[config.mk]
export PLATFORM = sky130hd
export DESIGN_NAME = axis_rr_arbiter
export DESIGN_NICKNAME = d
export VERILOG_FILES = /design/src/rtl/axis_arb_pkg.sv /design/src/rtl/rr_pick.sv /design/src/rtl/axis_rr_arbiter.sv
export SDC_FILE = /design/constraint.sdc
export NUM_CORES = 1
export LEC_CHECK = 0
export BUFFER_PORTS_ARGS = -buffer_cell sky130_fd_sc_hd__buf_2
export CAP_MARGIN = 5
export CORE_MARGIN = 10
export CORE_UTILIZATION = 38
export CTS_BUF_LIST = sky130_fd_sc_hd__clkbuf_4 sky130_fd_sc_hd__clkbuf_8 sky130_fd_sc_hd__clkbuf_16
export DETAILED_ROUTE_END_ITERATION = 7
export HOLD_SLACK_MARGIN = 0.1
export PLACE_DENSITY_LB_ADDON = 0.08
export SLEW_MARGIN = 20
export SYNTH_ARGS = -nofsm -noshare
export SYNTH_HDL_FRONTEND = slang
export SYNTH_SLANG_ARGS = --single-unit
export TNS_END_PERCENT = 10
[constraint.sdc]
create_clock -name i_clk -period 1.8 [get_ports i_clk]
set_input_delay 0.18 -clock i_clk [delete_from_list [all_inputs] [get_ports i_clk]]
set_output_delay 0.18 -clock i_clk [all_outputs]
set_load 0.01 [all_outputs]
[src/rtl/axis_arb_pkg.sv]
// Shared types for the packet-level AXI-stream round-robin arbiter.
package axis_arb_pkg;

    typedef enum logic [0:0] {ARB_IDLE, ARB_BUSY} arb_state_t;

    localparam int CNT_W = 16;

endpackage

[src/rtl/rr_pick.sv]
// Combinational rotate-priority picker: first set request at or after ptr_i, wrapping at N.
module rr_pick #(
    parameter int N = 4
) (
    input  logic [N-1:0]         req_i,
    input  logic [$clog2(N)-1:0] ptr_i,
    output logic                 hit_o,
    output logic [$clog2(N)-1:0] idx_o
);

    localparam int IW = $clog2(N);

    // Explicit wrap at N so non-power-of-two N never indexes past the last stream.
    function automatic logic [IW-1:0] wrap_add(input logic [IW-1:0] a, input int b);
        int s;
        s = int'(a) + b;
        if (s >= N) s = s - N;
        return IW'(s);
    endfunction

    // Walk offsets high to low so the lowest offset from the pointer wins.
    always_comb begin
        hit_o = 1'b0;
        idx_o = '0;
        for (int i = N - 1; i >= 0; i--) begin
            if (req_i[wrap_add(ptr_i, i)]) begin
                hit_o = 1'b1;
                idx_o = wrap_add(ptr_i, i);
            end
        end
    end

endmodule

[src/rtl/axis_rr_arbiter.sv]
// Packet-level round-robin AXI-stream arbiter; grant is held until the last beat hands off.
// Optional per-stream completed-packet counters are enabled with ARB_STATS_EN.
module axis_rr_arbiter
    import axis_arb_pkg::*;
#(
    parameter int N  = 4,
    parameter int DW = 8
) (
    input  logic                 i_clk,
    input  logic                 i_reset,
    input  logic [N-1:0]         i_valid,
    output logic [N-1:0]         o_ready,
    input  logic [N*DW-1:0]      i_data,
    input  logic [N-1:0]         i_last,
    output logic                 o_valid,
    input  logic                 i_ready,
    output logic [DW-1:0]        o_data,
    output logic                 o_last,
    output logic                 o_busy,
    output logic [$clog2(N)-1:0] o_grant
`ifdef ARB_STATS_EN
    ,
    output logic [N*CNT_W-1:0]   o_pkt_cnt
`endif
);

    localparam int IW = $clog2(N);

    arb_state_t    state_q, state_d;
    logic [IW-1:0] grant_q, grant_d;
    logic [IW-1:0] ptr_q, ptr_d;
    logic          pick_hit;
    logic [IW-1:0] pick_idx;
    logic          last_xfer;

    rr_pick #(.N(N)) u_pick (
        .req_i (i_valid),
        .ptr_i (ptr_q),
        .hit_o (pick_hit),
        .idx_o (pick_idx)
    );

    assign last_xfer = (state_q == ARB_BUSY) && i_valid[grant_q] && i_ready && i_last[grant_q];

    always_ff @(posedge i_clk) begin
        if (i_reset) begin
            state_q <= ARB_IDLE;
            grant_q <= '0;
            ptr_q   <= '0;
        end else begin
            state_q <= state_d;
            grant_q <= grant_d;
            ptr_q   <= ptr_d;
        end
    end

    always_comb begin
        state_d = state_q;
        grant_d = grant_q;
        ptr_d   = ptr_q;
        case (state_q)
            ARB_IDLE: begin
                if (pick_hit) begin
                    state_d = ARB_BUSY;
                    grant_d = pick_idx;
                end
            end
            ARB_BUSY: begin
                if (last_xfer) begin
                    state_d = ARB_IDLE;
                    ptr_d   = (grant_q == IW'(N - 1)) ? '0 : grant_q + 1'b1;
                end
            end
            default: state_d = ARB_IDLE;
        endcase
    end

    // Zero-latency pass-through of the granted stream while BUSY.
    always_comb begin
        o_valid = 1'b0;
        o_data  = '0;
        o_last  = 1'b0;
        o_ready = '0;
        if (state_q == ARB_BUSY) begin
            o_valid          = i_valid[grant_q];
            o_data           = i_data[grant_q*DW +: DW];
            o_last           = i_last[grant_q];
            o_ready[grant_q] = i_ready;
        end
        o_busy  = (state_q == ARB_BUSY);
        o_grant = grant_q;
    end

`ifdef ARB_STATS_EN
    logic [N-1:0][CNT_W-1:0] cnt_q;

    for (genvar k = 0; k < N; k++) begin : g_cnt
        always_ff @(posedge i_clk) begin
            if (i_reset) begin
                cnt_q[k] <= '0;
            end else if (last_xfer && (grant_q == IW'(k)) && (cnt_q[k] != {CNT_W{1'b1}})) begin
                cnt_q[k] <= cnt_q[k] + 1'b1;
            end
        end
    end

    assign o_pkt_cnt = cnt_q;
`endif

endmodule

---- Word-level counts from Yosys, hierarchy flattened ----
Cells that the tools add are included.
storage, ports and cells
  flip-flop bits (word level) ............. 5
operators by class
  add/subtract/negate cells ............... 8
  $lt $le $gt $ge ......................... 10
  equal/unequal tests ..................... 1
  shift operators ......................... 1
  muxes and demuxes ....................... 34
  bitwise logic cells ..................... 2
  reduce and logical (&&, ||, !) cells .... 6
operators by type and width
  kind                                                                number
  variable part select 32 x 6 -> 8 bit                                1
  two-way mux 2 bit                                                   9
  < comparator 2 x 3 -> 1 bit (second input constant)                 5
  two-way mux 1 bit                                                   15
  binary-select mux 1 bit (select 2 bit)                              6
  greater-or-equal comparator 3 bit (second input constant)           3
  two-way mux 8 bit                                                   1
  subtractor 2 x 1 -> 2 bit (second input constant)                   4
  adder 2 x 2 -> 3 bit (second input constant)                        2
  AND 4 bit                                                           1
  logical AND 1 bit                                                   4
  two-way mux 4 bit                                                   1
  AND reduction 2 bit                                                 2
  adder 2 x 1 -> 3 bit (second input constant)                        1
  greater-or-equal comparator 2 x 3 -> 1 bit (second input constant)  1
  adder 2 x 1 -> 2 bit (second input constant)                        1
  demux 1 bit (select 2 bit)                                          1
  == test 2 bit (second input constant)                               1
  greater-or-equal comparator 2 x 1 -> 1 bit (second input constant)  1
  case mux 1 bit (2 select lines)                                     1
  inverter 1 bit                                                      1

---- Depth between registers and ports, before layout ----
Gate-level depths: netlist of run 1.
  depth after elaboration ................. 11
  gate-level depth with buffers ........... 6
  depth with buffers taken out ............ 4

---- Cells and area by module ----
From an unflattened synthesis of run 1, not the netlist that was laid out.
second synthesis, totals
  cells, all modules ...................... 74
  area, all modules ....................... 686.9 µm²
by module, submodules not included
  module           instances  cells an instance  area an instance (µm²)  seq. area each (µm²)
  axis_rr_arbiter  1          61                 609.3                   100.1
  rr_pick          1          13                 77.6                    0.0

---- Worst setup path before layout of run 1 ----
Ideal clock, no wire load.
  path kind ............................... reg-to-output
  start ................................... register grant_q[0] (netlist: o_grant[0])
  end ..................................... output o_data[0]
  data arrival time ....................... 1.490 ns
  data required time ...................... 1.620 ns
  path slack .............................. 0.130 ns
  cell stages (with the launch flop) ...... 5
  buffers on the path ..................... 2
  path through ............................ dfxtp_1 -> buf_6 -> buf_2 -> mux4_2 -> and2_1
on the way
  word-level cells in the longest chain between the ends .. 2
ends and longest elaborated chain
  what                                  RTL line               text
  start, declared                       axis_rr_arbiter.sv:30  logic [IW-1:0] grant_q, grant_d;
  start signal, assigned                axis_rr_arbiter.sv:52  grant_q <= grant_d;
  variable part select 32 x 6 -> 8 bit  axis_rr_arbiter.sv:86  o_data = i_data[grant_q*DW +: DW];
  two-way mux 8 bit                     axis_rr_arbiter.sv:84  if (state_q == ARB_BUSY) begin
  end, declared                         axis_rr_arbiter.sv:17  output logic [DW-1:0] o_data,
Every way passes these cells.

---- Final worst setup path of run 1 ----
  start ................................... register grant_q[0] (netlist: o_grant[0])
  end ..................................... output o_data[6]
The elaborated chain is that of the path after synthesis.

==> flow_summary.json, run 1 <==
{
  "status": "completed",
  "slew_violations": 0,
  "cts_root_buffer": "clkbuf_4",
  "antenna_found_initial": 0,
  "layout-drive-gt1-share_pct": 58.4,
  "vias_per_cell": 5.01,
  "ys_ff_latch": 5,
  "wire_per_inst_um": 15.2,
  "ant_nets": 0,
  "hold_viol": 0,
  "layout_setup_ws_ns": 0.0654,
  "totalWireLength_um": 2460,
  "grt_pass1_wl_um": 4230,
  "grt_max_degree": 17,
  "ir_worst_vdd_v": 0.000362,
  "synth_area_um2": 703,
  "yosys_warnings": 0,
  "powerDensity_nw_per_um2": 457,
  "grt_pass1_vias": 902,
  "hold_class": "input port to register",
  "maxSlewHeadroom_pct": 80.7,
  "fp.dieArea_um2": 3970,
  "worstSetupPathType": "register to output pin",
  "required_ns": 1.62,
  "grt_overflow": 0,
  "diodes": 0,
  "route.detailed.drc": 0,
  "ios": 60,
  "cts_tree": "built",
  "fin_worst_skew_ns": 0.00204,
  "synth.avg_cell_area_um2": 9.63,
  "first_iter_violations": 28,
  "h-tree-depth": 1,
  "fmax_ghz": 0.577,
  "clk_latency_ns": 0.24,
  "min_period_ns": 1.73,
  "start_util_pct": 40.3,
  "synthesis.instances": 73,
  "port-buffer-count": 59,
  "cap_violations": 0,
  "place_hpwl_um": 2140,
  "cp-end-kind": "output pin",
  "die_w_um": 63.0,
  "startpoint_type": "register",
  "p_leak_nw": 0.567,
  "clockBufferDepth": 2,
  "via_count": 812,
  "crit_fanout": 11,
  "crit_arrival_ns": 1.55,
  "syn_nets": 120,
  "cts_buffers": 3,
  "tightest_slew_ns": 0.287,
  "rows": 15,
  "setup_tns_ns": 0,
  "core_um2": 1750,
  "fp.dieH_um": 63.0,
  "track_usage_pct": 12.6,
  "area_growth_pct": 54.3,
  "finalSetupViolCount": 0,
  "final_cell_mix": "buf_2, and2_1, mux4_2, a21oi_1, nand2_1",
  "fin_nets": 185,
  "clock_sinks": 5,
  "rsz0062_at_grt": "false",
  "dr.pass1.iters": 4,
  "finalWeightedCongestion": 0.786,
  "fill_cells": 170,
  "dp_worst_setup_slack_ns": 0.163,
  "clk_pin_slew_worst_paths_ns": 0.04,
  "final_common_cell": "buf_2",
  "synthDistinctLibCells": 29,
  "ys_seq_area_share_pct": 14.2,
  "finalCritPeriodShare_pct": 96.4
}
## cell type report
cell class	instances	area, um^2	area share, %
clock buffer	4	30.0	2.77
multi-input combinational	60	564	52.0
tap	25	31.3	2.88
timing repair buffer	64	340	31.4
sequential	5	104	9.57
inverter	4	15.0	1.38
## metal layers
| layer | up-vias | track usage, % | share of wire (%) |
|---|---|---|---|
| met5 | - | 0 | 0 |
| met4 | 0 | 1.68 | 0.28 |
| met3 | 2 | 3.94 | 6.8 |
| met2 | 29 | 22.3 | 53 |
| met1 | 378 | 14.5 | 40 |
| li1 | 403 | - | - |
## sequential cells by signal, indices dropped and copies added, names as in the netlist
name     count
o_grant      2
ptr_q        2
o_busy       1
## cells by family after synthesis
kind of cell | Yosys count | synth area share, %
AOI/OAI and AO/OA | 11 | 9.96
adders and majority gates | 4 | 7.12
buffers and inverters | 8 | 5.51
DFF | 5 | 14.2
muxes | 14 | 37.9
and+or+nand+nor | 31 | 25.3
## metrics by stage
stage	cells	hold slack (ns)	cell area (um^2)	power [mW]	util, %
after floorplan	73	0.249	703	0.253	-
after global placement	158	0.429	1040	0.350	59.8
after detailed placement	158	0.426	1040	0.355	59.8
after CTS	162	0.177	1080	0.503	61.8
after global routing	162	0.194	1080	0.535	62.2
final	162	0.181	1080	0.496	62.2
## timing repair
item	4_1_cts	5_1_grt
resized for setup	2	2
hold buffers	0	0
setup endpoints to repair	6	6
setup buffers	0	0
## worst max-delay path, cell delays in order (launching register included)
cell	delay (ns)
dfxtp_4	0.38
buf_6	0.15
mux4_2	0.49
and2_1	0.16
buf_2	0.13
## power breakdown
group          switching, mW  leakage [nW]  internal, mW  total [mW]
combinational         0.0981         0.507         0.129       0.227
sequential           0.00828        0.0416         0.118       0.126
clock                 0.0437        0.0184        0.0987       0.142
total                  0.150         0.567         0.345       0.496
## synthesized netlist by cell type (all sizes together)
library cell  instances  area (um^2)
o21ai                 1         5.00
and2b                 1         7.51
or3                   1         11.3
nand2                 5         18.8
mux2i                 3         30.0
o211a                 1         10.0
and3                  4         25.0
mux4                  9          210
o21a                  1         7.51
or4                   1         7.51
nor4                  1         6.26
nor3                  1         5.00
ha                    4         50.1
o221ai                1         8.76
dfxtp                 5          100
buf                   2         16.3
a2bb2oi               1         8.76
mux2                  2         26.3
or2                   1         6.26
a21oi                 6         30.0
clkbuf                2         7.51
nor2                  4         15.0
inv                   4         15.0
nand2b                3         18.8
and2                  9         56.3
## worst paths after layout
check             cells past startpoint                     from  slack (ns)                 endpoint
setup / recovery                      4  o_grant[0]$_SDFFE_PP0P_        0.07                o_data[6]
setup reg to reg                      4  o_grant[1]$_SDFFE_PP0P_        0.22    ptr_q[0]$_SDFFE_PP0P_
hold / removal                        2                  i_reset        0.18  o_grant[0]$_SDFFE_PP0P_
hold reg to reg                       2    ptr_q[1]$_SDFFE_PP0P_        0.57    ptr_q[1]$_SDFFE_PP0P_
Power figures use the tool's default switching activity.
==> run 2: changes to the inputs <==
--- a/config.mk
+++ b/config.mk
@@ -8,7 +8,7 @@
 export BUFFER_PORTS_ARGS = -buffer_cell sky130_fd_sc_hd__buf_2
 export CAP_MARGIN = 5
 export CORE_MARGIN = 10
-export CORE_UTILIZATION = 38
+export CORE_UTILIZATION = 37
 export CTS_BUF_LIST = sky130_fd_sc_hd__clkbuf_4 sky130_fd_sc_hd__clkbuf_8 sky130_fd_sc_hd__clkbuf_16
 export DETAILED_ROUTE_END_ITERATION = 7
 export HOLD_SLACK_MARGIN = 0.1
@@ -16,5 +16,6 @@
 export SLEW_MARGIN = 20
 export SYNTH_ARGS = -nofsm -noshare
 export SYNTH_HDL_FRONTEND = slang
+export SYNTH_HIERARCHICAL = 1
 export SYNTH_SLANG_ARGS = --single-unit
 export TNS_END_PERCENT = 10
==> run 2 against run 1 <==
Compared with the run above: count of clock-buffer cells in the layout unchanged; worst hold slack got worse by 0.0091 ns; first-iteration DRC count decreased by 14%; combinational power decreased by 7%; synthesized area decreased by 2.3%; total power decreased by 2.4%; final area increased by 0.92%; via count decreased by 0.12%; setup slack got worse by 0.017 ns.
==> flow_summary.json, run 2 <==
{
  "p_leak_nw": 0.545,
  "critical-path-slowest-cell": "mux4_2",
  "synth_compound_area_share_pct": 7.47,
  "fmax_ghz": 0.571,
  "ios": 60,
  "synth_adder_area_share_pct": 7.29,
  "via_count": 811,
  "ys_seq_area_share_pct": 14.6,
  "syn_nets": 121,
  "cts_root_buffer": "clkbuf_4",
  "worstSetupPathType": "register to output pin",
  "cap_violations": 0,
  "ys_top_cells_by_area": "mux4_2, dfxtp_1, and2_1, ha_1, nor2_1",
  "synth-async-reset-ratio_pct": 0,
  "rows": 15,
  "grt_max_degree": 17,
  "synthesis.instances": 74,
  "synth.avg_cell_area_um2": 9.28,
  "die_w_um": 63.1,
  "power_mw": 0.484,
  "startpoint_type": "register",
  "synth_top_cell_area_share_pct": 29.5,
  "fin_nets": 187,
  "synth_area_um2": 687,
  "dp_worst_setup_slack_ns": 0.194,
  "place_hpwl_um": 2020,
  "crit_fanout": 5,
  "synth_top_family_by_area": "multiplexers",
  "clk_pin_slew_worst_paths_ns": 0.05,
  "tightest_slew_ns": 0.304,
  "dr.pass1.iters": 3,
  "clk_latency_ns": 0.24,
  "diodes": 0,
  "cts_buffers": 3,
  "regArea_um2": 104,
  "finalCritPeriodShare_pct": 97.3,
  "final_common_cell": "buf_2",
  "synth_edf_count": 0,
  "crit_arrival_ns": 1.57,
  "fp.dieArea_um2": 3980,
  "synthMuxAreaShare_pct": 33.9,
  "route.detailed.drc": 0,
  "cts_setup_buffers": 0,
  "ys_ff_latch": 5,
  "maxSlewHeadroom_pct": 79.7,
  "layout-drive-gt1-share_pct": 58.3,
  "status": "completed",
  "area_growth_pct": 59.4,
  "fp.dieH_um": 63.1,
  "layout_setup_ws_ns": 0.0480,
  "yosys.area.top_type": "mux4_2",
  "ys_top_cells_by_count": "and2_1, mux4_2, nor2_1",
  "finalWeightedCongestion": 0.718,
  "synth_xor_area_share_pct": 0,
  "slowest_delay_ns": 0.48,
  "synthSimpleGateAreaFrac_pct": 32.8,
  "required_ns": 1.62,
  "grt_pass1_wl_um": 3750,
  "clockBufferDepth": 2,
  "synthDistinctLibCells": 26,
  "yosys_warnings": 6,
  "totalWireLength_um": 2400,
  "clock_sinks": 5,
  "multi_input_area_um2": 559,
  "port-buffer-count": 59,
  "grt_overflow": 0,
  "grt_pass1_vias": 815,
  "holdBufCountCts": 0,
  "hold_class": "input port to register",
  "ir_worst_vdd_v": 0.000477,
  "fill_cells": 165,
  "cp-end-kind": "output pin",
  "hold_viol": 0,
  "fin_worst_skew_ns": 0.00269,
  "core_um2": 1750,
  "min_period_ns": 1.75,
  "start_util_pct": 39.4,
  "first_iter_violations": 24,
  "powerDensity_nw_per_um2": 442,
  "ys.flop_type": "dfxtp_1",
  "path_cells": "clkbuf_16, mux4_2, and2_1, buf_2",
  "vias_per_cell": 4.95,
  "wire_per_inst_um": 14.6,
  "final_cell_mix": "buf_2, mux4_2, and2_1, nor2_1, and3_1",
  "antenna_found_initial": 0,
  "cts_tree": "built",
  "h-tree-depth": 1,
  "finalSetupViolCount": 0,
  "ant_nets": 0,
  "track_usage_pct": 11.6,
  "slew_violations": 0
}
==> run 2: final timing paths <==
kind / slack [ns] / from / to / cells after the start
setup / recovery: 0.05 / o_grant[0]$_SDFFE_PP0P_ / o_data[6] / 4
hold / removal: 0.17 / i_reset / o_grant[0]$_SDFFE_PP0P_ / 2
setup reg to reg: 0.45 / o_grant[0]$_SDFFE_PP0P_ / ptr_q[1]$_SDFFE_PP0P_ / 5
hold reg to reg: 0.52 / ptr_q[0]$_SDFFE_PP0P_ / ptr_q[0]$_SDFFE_PP0P_ / 2
==> run 2: cell type report <==
type                       count  area share [%]
inverter                       2           0.686
timing repair buffer          64            33.1
tap                           25            2.86
clock buffer                   4            2.74
multi-input combinational     64            51.1
sequential                     5            9.49
==> run 2: report_power, final <==
part | total, mW | internal (mW) | switching, mW
registers | 0.126 | 0.116 | 0.00921
clock network | 0.148 | 0.0990 | 0.0488
logic | 0.211 | 0.123 | 0.0875
total | 0.484 | 0.338 | 0.145
==> run 2: worst max-delay path, delay by kind of cell, from the launching register on <==
kind | cells | cell delay [ns]
muxes | 1 | 0.48
and+or+nand+nor | 1 | 0.16
buffers and inverters | 2 | 0.29
DFF | 1 | 0.40
==> run 2: stage by stage <==
stage	setup TNS [ns]	cells	hold WS [ns]	instance area, um^2	utilization [%]
floorplan	0	74	0.250	687	-
global placement	0	159	0.427	1040	59.4
detailed placement	0	159	0.431	1040	59.4
CTS	0	163	0.168	1070	61.1
global route	-0.00795	164	0.200	1090	62.7
finish	0	164	0.172	1090	62.7
==> run 2: per-layer routing <==
layer	global-route usage [%]	routed length, um
met3	3.18	181
met4	6.15	53
met2	20.4	1190
met1	12.3	968
met5	0	0
==> run 2: logic make-up after synthesis <==
family / Yosys count
AND/OR/NAND/NOR: 40
adder cells (fa/ha/maj): 4
multiplexers: 12
buffers and inverters: 5
AO/OA/AOI/OAI: 8
flip-flops: 5
==> run 2: timing repair <==
item,in CTS,in global routing
cloned,0,1
pin swaps,0,0
setup endpoints to repair,7,7
gates resized for setup,1,1
==> run 3: changes to the inputs <==
--- a/config.mk
+++ b/config.mk
@@ -13,6 +13,7 @@
 export DETAILED_ROUTE_END_ITERATION = 7
 export HOLD_SLACK_MARGIN = 0.1
 export PLACE_DENSITY_LB_ADDON = 0.08
+export REMOVE_ABC_BUFFERS = 1
 export SLEW_MARGIN = 20
 export SYNTH_ARGS = -nofsm -noshare
 export SYNTH_HDL_FRONTEND = slang
==> run 3 against run 2 <==
Compared with the run above: die area did not move; clock skew fell by 0.0020 ns; setup slack improved by 0.054 ns; largest cell class unchanged; critical path depth did not move; wire length fell by 3.8%; non-clock buffer count did not move; global-route usage rose by 0.18 points; clock power barely moved.
==> flow_summary.json, run 3 (synthesized netlist as in run 2, its figures left out) <==
{
  "status": "completed",
  "dp_worst_setup_slack_ns": 0.254,
  "slew_violations": 0,
  "wire_per_inst_um": 14.1,
  "powerDensity_nw_per_um2": 441,
  "grt_pass1_wl_um": 3990,
  "min_period_ns": 1.70,
  "grt_pass1_vias": 924,
  "r2r_start": "o_grant[0]$_SDFFE_PP0P_",
  "totalWireLength_um": 2310,
  "cp-end-kind": "output pin",
  "layout-drive-gt1-share_pct": 58.3,
  "ff2ff_setup_slack_ns": 0.38,
  "final_common_cell": "buf_2",
  "fp.dieH_um": 63.1,
  "finalWeightedCongestion": 0.765,
  "clockBufferDepth": 2,
  "crit_fanout": 7,
  "ant_nets": 0,
  "clk_pin_slew_worst_paths_ns": 0.05,
  "first_iter_violations": 21,
  "regArea_um2": 104,
  "grt_overflow": 0,
  "maxSlewHeadroom_pct": 81.0,
  "fmax_ghz": 0.589,
  "hold_path_end": "o_grant[0]$_SDFFE_PP0P_",
  "wl_met3_um": 200,
  "finalCritPeriodShare_pct": 94.3,
  "grt_max_degree": 17,
  "fill_cells": 169,
  "multi_input_area_um2": 559,
  "startpoint_type": "register",
  "h-tree-depth": 1,
  "final_cell_mix": "buf_2, mux4_2, and2_1, nor2_1, and3_1",
  "place_inst": 159,
  "place_hpwl_um": 2060,
  "highest_layer": "met4",
  "finalInstanceArea_um2": 1080,
  "cts_buffers": 3,
  "p_leak_nw": 0.539,
  "ios": 60,
  "via_count": 810,
  "holdPathStages": 2,
  "r2r_cells": 6,
  "fin_worst_skew_ns": 0.000734,
  "cts_tree": "built",
  "required_ns": 1.62,
  "tightest_slew_ns": 0.285,
  "port-buffer-count": 59,
  "vias_per_cell": 4.94,
  "fin_nets": 187,
  "clock_sinks": 5,
  "diodes": 0,
  "layout_setup_ws_ns": 0.103,
  "worstSetupPathType": "register to output pin",
  "area_growth_pct": 56.6,
  "hold_class": "input port to register",
  "holdBufCountCts": 0,
  "rsz0062_at_grt": "false",
  "clk_latency_ns": 0.24,
  "cap_violations": 0,
  "finalSetupViolCount": 0,
  "fp.dieArea_um2": 3980,
  "track_usage_pct": 11.8,
  "start_util_pct": 39.4,
  "ir_worst_vdd_v": 0.000365,
  "fin_util_pct": 61.6,
  "min_from": "i_reset",
  "hold_viol": 0,
  "crit_arrival_ns": 1.52,
  "instances_no_fill": 164,
  "core_um2": 1750,
  "antenna_found_initial": 0,
  "die_w_um": 63.1,
  "cts_root_buffer": "clkbuf_4",
  "wl_met2_um": 1110,
  "route.detailed.drc": 0,
  "placed_cell_area_um2": 1020,
  "rows": 15,
  "wl_met1_um": 941,
  "dr.pass1.iters": 4,
  "r2r-end": "ptr_q[1]$_SDFFE_PP0P_"
}
## run 3: cell count changes in the layout (fill, tap and decap cells not counted), sizes merged
cell,previous run,this run
buf,63,64
clkbuf,5,4
## run 3: metal layers
metal	vias up	track usage (%)
li1	406	-
met1	365	13.1
met2	35	20.7
met3	4	3.89
met4	0	3.63
met5	-	0
## run 3: worst max path at each step
stage	to	startpoint	slack, ns	cells past startpoint
2_1_floorplan	o_last	o_grant[0]$_SDFFE_PP0P_	-0.004	2
3_3_place_gp	o_data[7]	o_grant[0]$_SDFFE_PP0P_	0.28	4
3_5_place_dp	o_data[0]	o_grant[0]$_SDFFE_PP0P_	0.25	4
4_1_cts	o_data[0]	o_grant[0]$_SDFFE_PP0P_	-0.001	4
5_1_grt	o_data[3]	o_grant[0]$_SDFFE_PP0P_	0.02	4
6_report	o_data[4]	o_grant[0]$_SDFFE_PP0P_	0.10	4
## run 3: layout make-up
type	count	area share (%)
inverters	2	0.698
multi-input cells	64	52.0
well taps	25	2.91
repair buffers	64	32.0
flip-flops and latches	5	9.65
clock buffers	4	2.79
## run 3: worst max-delay path, stage by stage (launching register included)
cell and delay (ns):
dfxtp_4 0.36, buf_8 0.13, mux4_2 0.49, and2_1 0.16, buf_2 0.13
## run 3: power breakdown
part	total [mW]	switching, mW	internal [mW]
combinational	0.205	0.0862	0.119
sequential	0.124	0.00765	0.116
clock	0.146	0.0472	0.0989
total	0.475	0.141	0.334
## run 3: what timing repair did
action	CTS	global route
endpoints found under the setup margin	1	8
resized for setup	0	5
buffers inserted	0	1
## run 3: metrics by stage
stage,power [mW],hold WS (ns),TNS [ns]
detailed placement,0.330,0.434,0
global route,0.511,0.194,0
finish,0.475,0.181,0
CTS,0.475,0.185,-0.00118
global placement,0.324,0.424,0
floorplan,0.232,0.250,-0.00371
